File: src/rtl/regfile_access_ctrl_pkg.sv
// Shared definitions for the register-file access controller: widths, polarities,
// FSM states and arbiter grant encoding.
package regfile_access_ctrl_pkg;

    localparam int unsigned DATA_W_DEF = 8;
    localparam int unsigned ADDR_W_DEF = 5;

    localparam logic RESET_ACTIVE = 1'b1;
    localparam logic EN_W_ACTIVE  = 1'b1;

    typedef enum logic [1:0] {
        ST_IDLE     = 2'd0,
        ST_RD_WAIT  = 2'd1,
        ST_RSP_HOLD = 2'd2
    } state_e;

    typedef enum logic {
        GRANT_RD = 1'b0,
        GRANT_WR = 1'b1
    } grant_e;

endpackage

File: src/rtl/regfile_wbuf.sv
// One-deep writeback buffer: holds a dual-port write until the controller issues it.
// Accepts a new entry in the same cycle the held one is issued.
module regfile_wbuf
    import regfile_access_ctrl_pkg::*;
#(
    parameter int unsigned DATA_W = DATA_W_DEF,
    parameter int unsigned ADDR_W = ADDR_W_DEF
) (
    input  logic              clk_i,
    input  logic              rst_i,
    input  logic              wb_valid_i,
    output logic              wb_ready_o,
    input  logic [ADDR_W-1:0] wb_addr_1_i,
    input  logic [ADDR_W-1:0] wb_addr_2_i,
    input  logic [DATA_W-1:0] wb_data_1_i,
    input  logic [DATA_W-1:0] wb_data_2_i,
    input  logic              issue_i,
    output logic              buf_valid_o,
    output logic [ADDR_W-1:0] buf_addr_1_o,
    output logic [ADDR_W-1:0] buf_addr_2_o,
    output logic [DATA_W-1:0] buf_data_1_o,
    output logic [DATA_W-1:0] buf_data_2_o
);

    logic              valid_d, valid_q;
    logic [ADDR_W-1:0] addr_1_d, addr_1_q, addr_2_d, addr_2_q;
    logic [DATA_W-1:0] data_1_d, data_1_q, data_2_d, data_2_q;
    logic              accept;

    assign wb_ready_o = !valid_q || issue_i;
    assign accept     = wb_valid_i && wb_ready_o;

    always_comb begin
        valid_d  = valid_q;
        addr_1_d = addr_1_q;
        addr_2_d = addr_2_q;
        data_1_d = data_1_q;
        data_2_d = data_2_q;
        if (issue_i) begin
            valid_d = 1'b0;
        end
        if (accept) begin
            valid_d  = 1'b1;
            addr_1_d = wb_addr_1_i;
            addr_2_d = wb_addr_2_i;
            // Same target on both ports: port 2 data goes on both so the result is deterministic.
            data_1_d = (wb_addr_1_i == wb_addr_2_i) ? wb_data_2_i : wb_data_1_i;
            data_2_d = wb_data_2_i;
        end
    end

    always_ff @(posedge clk_i) begin
        if (rst_i == RESET_ACTIVE) begin
            valid_q  <= 1'b0;
            addr_1_q <= '0;
            addr_2_q <= '0;
            data_1_q <= '0;
            data_2_q <= '0;
        end else begin
            valid_q  <= valid_d;
            addr_1_q <= addr_1_d;
            addr_2_q <= addr_2_d;
            data_1_q <= data_1_d;
            data_2_q <= data_2_d;
        end
    end

    assign buf_valid_o  = valid_q;
    assign buf_addr_1_o = addr_1_q;
    assign buf_addr_2_o = addr_2_q;
    assign buf_data_1_o = data_1_q;
    assign buf_data_2_o = data_2_q;

endmodule

File: src/rtl/regfile_access_ctrl.sv
// Register-file access controller: arbitrates a buffered dual writeback against
// four-operand reads, with RAW protection and a registered read response.
module regfile_access_ctrl
    import regfile_access_ctrl_pkg::*;
#(
    parameter int unsigned DATA_W = DATA_W_DEF,
    parameter int unsigned ADDR_W = ADDR_W_DEF
) (
    input  logic              clk_i,
    input  logic              rst_i,
    input  logic              rd_req_valid_i,
    output logic              rd_req_ready_o,
    input  logic [ADDR_W-1:0] rd_addr_1_i,
    input  logic [ADDR_W-1:0] rd_addr_2_i,
    input  logic [ADDR_W-1:0] rd_addr_3_i,
    input  logic [ADDR_W-1:0] rd_addr_4_i,
    output logic              rd_rsp_valid_o,
    input  logic              rd_rsp_ready_i,
    output logic [DATA_W-1:0] rd_rsp_data_1_o,
    output logic [DATA_W-1:0] rd_rsp_data_2_o,
    output logic [DATA_W-1:0] rd_rsp_data_3_o,
    output logic [DATA_W-1:0] rd_rsp_data_4_o,
    input  logic              wb_valid_i,
    output logic              wb_ready_o,
    input  logic [ADDR_W-1:0] wb_addr_1_i,
    input  logic [ADDR_W-1:0] wb_addr_2_i,
    input  logic [DATA_W-1:0] wb_data_1_i,
    input  logic [DATA_W-1:0] wb_data_2_i,
    output logic              en_w_reg_o,
    output logic [ADDR_W-1:0] w_reg_addr_1_o,
    output logic [ADDR_W-1:0] w_reg_addr_2_o,
    output logic [DATA_W-1:0] w_reg_data_1_o,
    output logic [DATA_W-1:0] w_reg_data_2_o,
    output logic [ADDR_W-1:0] r_reg_addr_1_o,
    output logic [ADDR_W-1:0] r_reg_addr_2_o,
    output logic [ADDR_W-1:0] r_reg_addr_3_o,
    output logic [ADDR_W-1:0] r_reg_addr_4_o,
    input  logic [DATA_W-1:0] r_reg_data_1_i,
    input  logic [DATA_W-1:0] r_reg_data_2_i,
    input  logic [DATA_W-1:0] r_reg_data_3_i,
    input  logic [DATA_W-1:0] r_reg_data_4_i
);

    state_e                   state_d, state_q;
    grant_e                   last_grant_d, last_grant_q;
    logic [3:0][ADDR_W-1:0]   r_addr_d, r_addr_q;
    logic [3:0][DATA_W-1:0]   rsp_data_d, rsp_data_q;
    logic [3:0][ADDR_W-1:0]   rd_addr;
    logic [3:0][DATA_W-1:0]   r_data;
    logic                     buf_valid;
    logic [ADDR_W-1:0]        buf_addr_1, buf_addr_2;
    logic [DATA_W-1:0]        buf_data_1, buf_data_2;
    logic                     wr_issue, rd_issue, raw_hit, run;

    assign rd_addr = {rd_addr_4_i, rd_addr_3_i, rd_addr_2_i, rd_addr_1_i};
    assign r_data  = {r_reg_data_4_i, r_reg_data_3_i, r_reg_data_2_i, r_reg_data_1_i};
    assign run     = (rst_i != RESET_ACTIVE);

    regfile_wbuf #(
        .DATA_W (DATA_W),
        .ADDR_W (ADDR_W)
    ) u_wbuf (
        .clk_i        (clk_i),
        .rst_i        (rst_i),
        .wb_valid_i   (wb_valid_i),
        .wb_ready_o   (wb_ready_o),
        .wb_addr_1_i  (wb_addr_1_i),
        .wb_addr_2_i  (wb_addr_2_i),
        .wb_data_1_i  (wb_data_1_i),
        .wb_data_2_i  (wb_data_2_i),
        .issue_i      (wr_issue),
        .buf_valid_o  (buf_valid),
        .buf_addr_1_o (buf_addr_1),
        .buf_addr_2_o (buf_addr_2),
        .buf_data_1_o (buf_data_1),
        .buf_data_2_o (buf_data_2)
    );

    always_comb begin
        raw_hit = 1'b0;
        for (int unsigned k = 0; k < 4; k++) begin
            if (rd_addr[k] == buf_addr_1 || rd_addr[k] == buf_addr_2) begin
                raw_hit = 1'b1;
            end
        end
        raw_hit = raw_hit && buf_valid && rd_req_valid_i;
    end

    always_comb begin
        state_d        = state_q;
        last_grant_d   = last_grant_q;
        r_addr_d       = r_addr_q;
        rsp_data_d     = rsp_data_q;
        wr_issue       = 1'b0;
        rd_issue       = 1'b0;
        rd_req_ready_o = 1'b0;
        case (state_q)
            ST_IDLE: begin
                // A read only pre-empts a pending write when the write had the last grant
                // and the read does not touch the buffered addresses.
                wr_issue       = run && buf_valid &&
                                 (raw_hit || !(rd_req_valid_i && last_grant_q == GRANT_WR));
                rd_req_ready_o = !wr_issue;
                rd_issue       = run && rd_req_valid_i && !wr_issue;
                if (rd_issue) begin
                    r_addr_d     = rd_addr;
                    last_grant_d = GRANT_RD;
                    state_d      = ST_RD_WAIT;
                end
            end
            ST_RD_WAIT: begin
                rsp_data_d = r_data;
                state_d    = ST_RSP_HOLD;
            end
            ST_RSP_HOLD: begin
                wr_issue = run && buf_valid;
                if (rd_rsp_ready_i) begin
                    state_d = ST_IDLE;
                end
            end
            default: state_d = ST_IDLE;
        endcase
        if (wr_issue) begin
            last_grant_d = GRANT_WR;
        end
    end

    always_ff @(posedge clk_i) begin
        if (rst_i == RESET_ACTIVE) begin
            state_q      <= ST_IDLE;
            last_grant_q <= GRANT_RD;
            r_addr_q     <= '0;
            rsp_data_q   <= '0;
        end else begin
            state_q      <= state_d;
            last_grant_q <= last_grant_d;
            r_addr_q     <= r_addr_d;
            rsp_data_q   <= rsp_data_d;
        end
    end

    assign en_w_reg_o     = wr_issue ? EN_W_ACTIVE : ~EN_W_ACTIVE;
    assign w_reg_addr_1_o = wr_issue ? buf_addr_1 : '0;
    assign w_reg_addr_2_o = wr_issue ? buf_addr_2 : '0;
    assign w_reg_data_1_o = wr_issue ? buf_data_1 : '0;
    assign w_reg_data_2_o = wr_issue ? buf_data_2 : '0;

    assign r_reg_addr_1_o = r_addr_d[0];
    assign r_reg_addr_2_o = r_addr_d[1];
    assign r_reg_addr_3_o = r_addr_d[2];
    assign r_reg_addr_4_o = r_addr_d[3];

    assign rd_rsp_valid_o  = (state_q == ST_RSP_HOLD);
    assign rd_rsp_data_1_o = rsp_data_q[0];
    assign rd_rsp_data_2_o = rsp_data_q[1];
    assign rd_rsp_data_3_o = rsp_data_q[2];
    assign rd_rsp_data_4_o = rsp_data_q[3];

endmodule

File: config.mk
export PLATFORM = sky130hd
export DESIGN_NAME = regfile_access_ctrl
export DESIGN_NICKNAME = d
export VERILOG_FILES = /design/src/rtl/regfile_access_ctrl_pkg.sv /design/src/rtl/regfile_wbuf.sv /design/src/rtl/regfile_access_ctrl.sv
export SDC_FILE = /design/constraint.sdc
export NUM_CORES = 1
export LEC_CHECK = 0
export CORE_ASPECT_RATIO = 2
export CORE_MARGIN = 4
export CORE_UTILIZATION = 41
export DETAILED_ROUTE_END_ITERATION = 8
export GPL_TIMING_DRIVEN = 0
export MAX_ROUTING_LAYER = met4
export PLACE_DENSITY_LB_ADDON = 0.3
export RECOVER_POWER = 100
export SKIP_LAST_GASP = 1
export SLEW_MARGIN = 20
export SYNTH_ARGS = -nofsm -noshare
export SYNTH_HDL_FRONTEND = slang
export SYNTH_SLANG_ARGS = --single-unit
File: constraint.sdc
create_clock -name clk_i -period 2.1 [get_ports clk_i]
set_input_delay 0.315 -clock clk_i [delete_from_list [all_inputs] [get_ports clk_i]]
set_output_delay 0.315 -clock clk_i [all_outputs]
set_load 0.1 [all_outputs]
==> run metrics, run 1 <==
status finished, violations left; clock buffer depth 2; headroom to the max-slew limit 0.314; routed length per placed instance 17.3 um; max-slew violation count 0; H-Tree Depth 3; CTS tree yes; Yosys Warn Count 0; Avg Vias per Cell 4.91; RSZ-0062 raised after global routing yes; critical path type in -> out; core area 10900 um^2; layout cells sized above 1 0.288; Detail Placement HPWL 10.4 mm; syn avg cell area 9.33 um^2; Final Cycle Share 1.41; crit path time final 2.96 ns; PnR worst setup slack -0.863 ns; final antenna-violating net count 0; Final Hold Fails 0; GP Congestion 0.874; clk slew on worst S/H paths 0.06 ns; Pwr Total 5.41 mW; CP arrival 2.65 ns; startpoint types input pin; DR vias 4075; Initial Util 0.416; Syn Std Cell Area 4520 um^2; Netlist cell types 30; Placed Cells 789; routed wire length 14.4 mm; max_cap viols 0; Design Area, Final 7520 um^2; clock skew 0.00458 ns; site row count 54; Leakage 3.19 nW; DR iter-0 viols 106; first-pass GRT wire length 22.4 mm; total track usage 0.238; worst slew pin tran 1.03 ns; syn_nets 568; pre-CTS worst setup slack -1.98 ns; VDD IR max 0.534 mV; cts bufs inserted 9; Yosys reg bits 82; # hold bufs at CTS 0; TritonRoute pass-1 iters 4; Final Setup Violations 120; ANT cells 0; Top Ports 165; antenna violations before repair 0; Synth Instances 485; Die Area 12900 um^2; total gr overflow 0; Port Buffers 164; Sink Count 82; # DRC 0; Die Height 157 um; Final Util 0.691; CP required 1.78 ns; failing checks setup timing; Die Width 82.3 um; CP max FO 5; Tightest Hold Check Type in -> reg; Worst setup EP type primary output; Clock Latency Late Sink 0.34 ns; final cell count without fillers 830; vias in the first global route 4508; sequential-to-total area share from yosys stat 0.363; placed cell area 6510 um^2; net count reported at finish 768; Max Clk Rate 0.338 GHz; largest net degree at the start of global routing 17; P per Cell Area 719 nW/um^2; Layout area overhead 66.2%; CTS Root Cell clkbuf_16
-- layout by cell type (no fill, tap or decap), types with 10 or more instances in the layout --
cell             instances
a21oi_1                 34
and2_4                  26
buf_12                  43
buf_4                   24
buf_6                   16
clkbuf_1                20
clkbuf_16               10
clkdlybuf4s50_1         98
dfxtp_1                 80
dlygate4sd2_1           13
mux2_4                  39
mux2i_1                 26
nand2_1                 67
nand2b_1                38
nor2_1                  11
nor2b_1                 30
xnor2_1                 25
xor2_1                  18
-- report_power, final --
group	total, mW	switching, mW	internal, mW	leakage [nW]
combinational	2.14	1.26	0.886	2.38
sequential	1.74	0.0627	1.67	0.673
clock	1.53	0.707	0.818	0.133
-- synthesized netlist by cell type --
cell type | n | area (um^2)
a211o_1 | 1 | 8.76
a21oi_1 | 34 | 170
a311oi_1 | 2 | 17.5
a31o_2 | 1 | 8.76
a31oi_1 | 1 | 6.26
a31oi_4 | 2 | 42.5
and2_1 | 26 | 163
and3_1 | 1 | 6.26
and4_1 | 1 | 8.76
buf_1 | 3 | 11.3
buf_2 | 5 | 25.0
buf_4 | 8 | 60.1
buf_6 | 6 | 67.6
clkbuf_1 | 19 | 71.3
dfxtp_1 | 82 | 1640
inv_1 | 3 | 11.3
mux2_2 | 9 | 101
mux2_4 | 39 | 586
mux2i_1 | 26 | 260
nand2_1 | 67 | 251
nand2b_1 | 39 | 244
nand3_1 | 9 | 45.0
nor2_1 | 11 | 41.3
nor2b_1 | 31 | 194
nor3_1 | 10 | 50.1
nor4_4 | 1 | 21.3
o21ai_0 | 2 | 10.0
o22ai_1 | 1 | 6.26
xnor2_1 | 27 | 236
xor2_1 | 18 | 158
-- cells by family (layout without fill, tap and decap cells) --
logic type / Yosys count / after routing / share of synthesized area
buffers and inverters: 44 / 249 / 0.0545
multiplexers: 74 / 74 / 0.209
flip-flops: 82 / 82 / 0.363
AND/OR/NAND/NOR: 196 / 196 / 0.226
AO/OA/AOI/OAI: 44 / 44 / 0.0597
XOR/XNOR: 45 / 45 / 0.0871
-- worst max-delay path: stages --
cell and delay (ns):
clkdlybuf4s50_1 0.56, xnor2_1 0.14, nand3_1 0.11, o22ai_2 0.26, nor4_4 0.05, buf_4 0.17, a31oi_4 0.25, buf_6 0.17
buf_12 0.13, mux2_4 0.32, buf_12 0.17
-- stage by stage --
| step | hold slack (ns) | setup TNS [ns] |
|---|---|---|
| floorplan | 0.445 | -7.74 |
| finish | 0.377 | -48.01 |
| CTS | 0.451 | -46.22 |
| global placement | 0.442 | -117.68 |
| detailed placement | 0.448 | -123.85 |
| global route | 0.402 | -59.86 |
-- cell type report --
type | count | area, um^2
tap | 140 | 175
sequential | 82 | 1640
fill | 835 | 3360
clock buffer | 9 | 225
multi-input combinational | 359 | 2760
inverter | 3 | 11.3
timing repair buffer | 189 | 2310
clock inverter | 7 | 58.8
buffer | 41 | 337
-- per-layer routing --
layer	track usage	share of wire	vias to the layer above
met3	0.0449	0.050	40
met2	0.436	0.57	149
met5	-	0	-
li1	-	-	1988
met4	0.109	0.038	0
met1	0.230	0.34	1898
-- state kept, by name, summed over array words and instances, names as in the netlist --
register,flops
r_addr_q,20
rd_rsp_data_1_o,8
rd_rsp_data_2_o,8
rd_rsp_data_3_o,8
rd_rsp_data_4_o,8
u_wbuf.buf_data_1_o,8
u_wbuf.buf_data_2_o,8
u_wbuf.buf_addr_1_o,5
u_wbuf.buf_addr_2_o,5
state_q,2
last_grant_q,1
u_wbuf.buf_valid_o,1
-- repair_timing --
action,in CTS,in global routing
buffers inserted,20,3
gates resized for setup,432,16
gates cloned,4,0
pin swaps,9,1
setup endpoints to repair,129,131
-- path summary, 6_finish.rpt --
kind | slack (ns) | startpoint | depth (start not counted) | endpoint
setup / recovery | -0.86 | rd_addr_1_i[2] | 11 | r_reg_addr_1_o[3]
hold / removal | 0.38 | rd_addr_1_i[0] | 2 | r_addr_q[0]$_SDFF_PP0_
setup reg to reg | -0.28 | u_wbuf.buf_addr_1_o[0]$_SDFFE_PP0P_ | 11 | r_addr_q[5]$_SDFF_PP0_
hold reg to reg | 0.45 | rd_rsp_data_3_o[0]$_SDFFE_PP0N_ | 2 | rd_rsp_data_3_o[0]$_SDFFE_PP0N_
(Power assumes the default switching activity.)
==> run 2, diff against run 1 <==
Settings changed: ABC_CLOCK_PERIOD_IN_PS set to 2100.
==> results of run 2 <==
No change in the layout: final DEF, timing and power equal those of run 1.
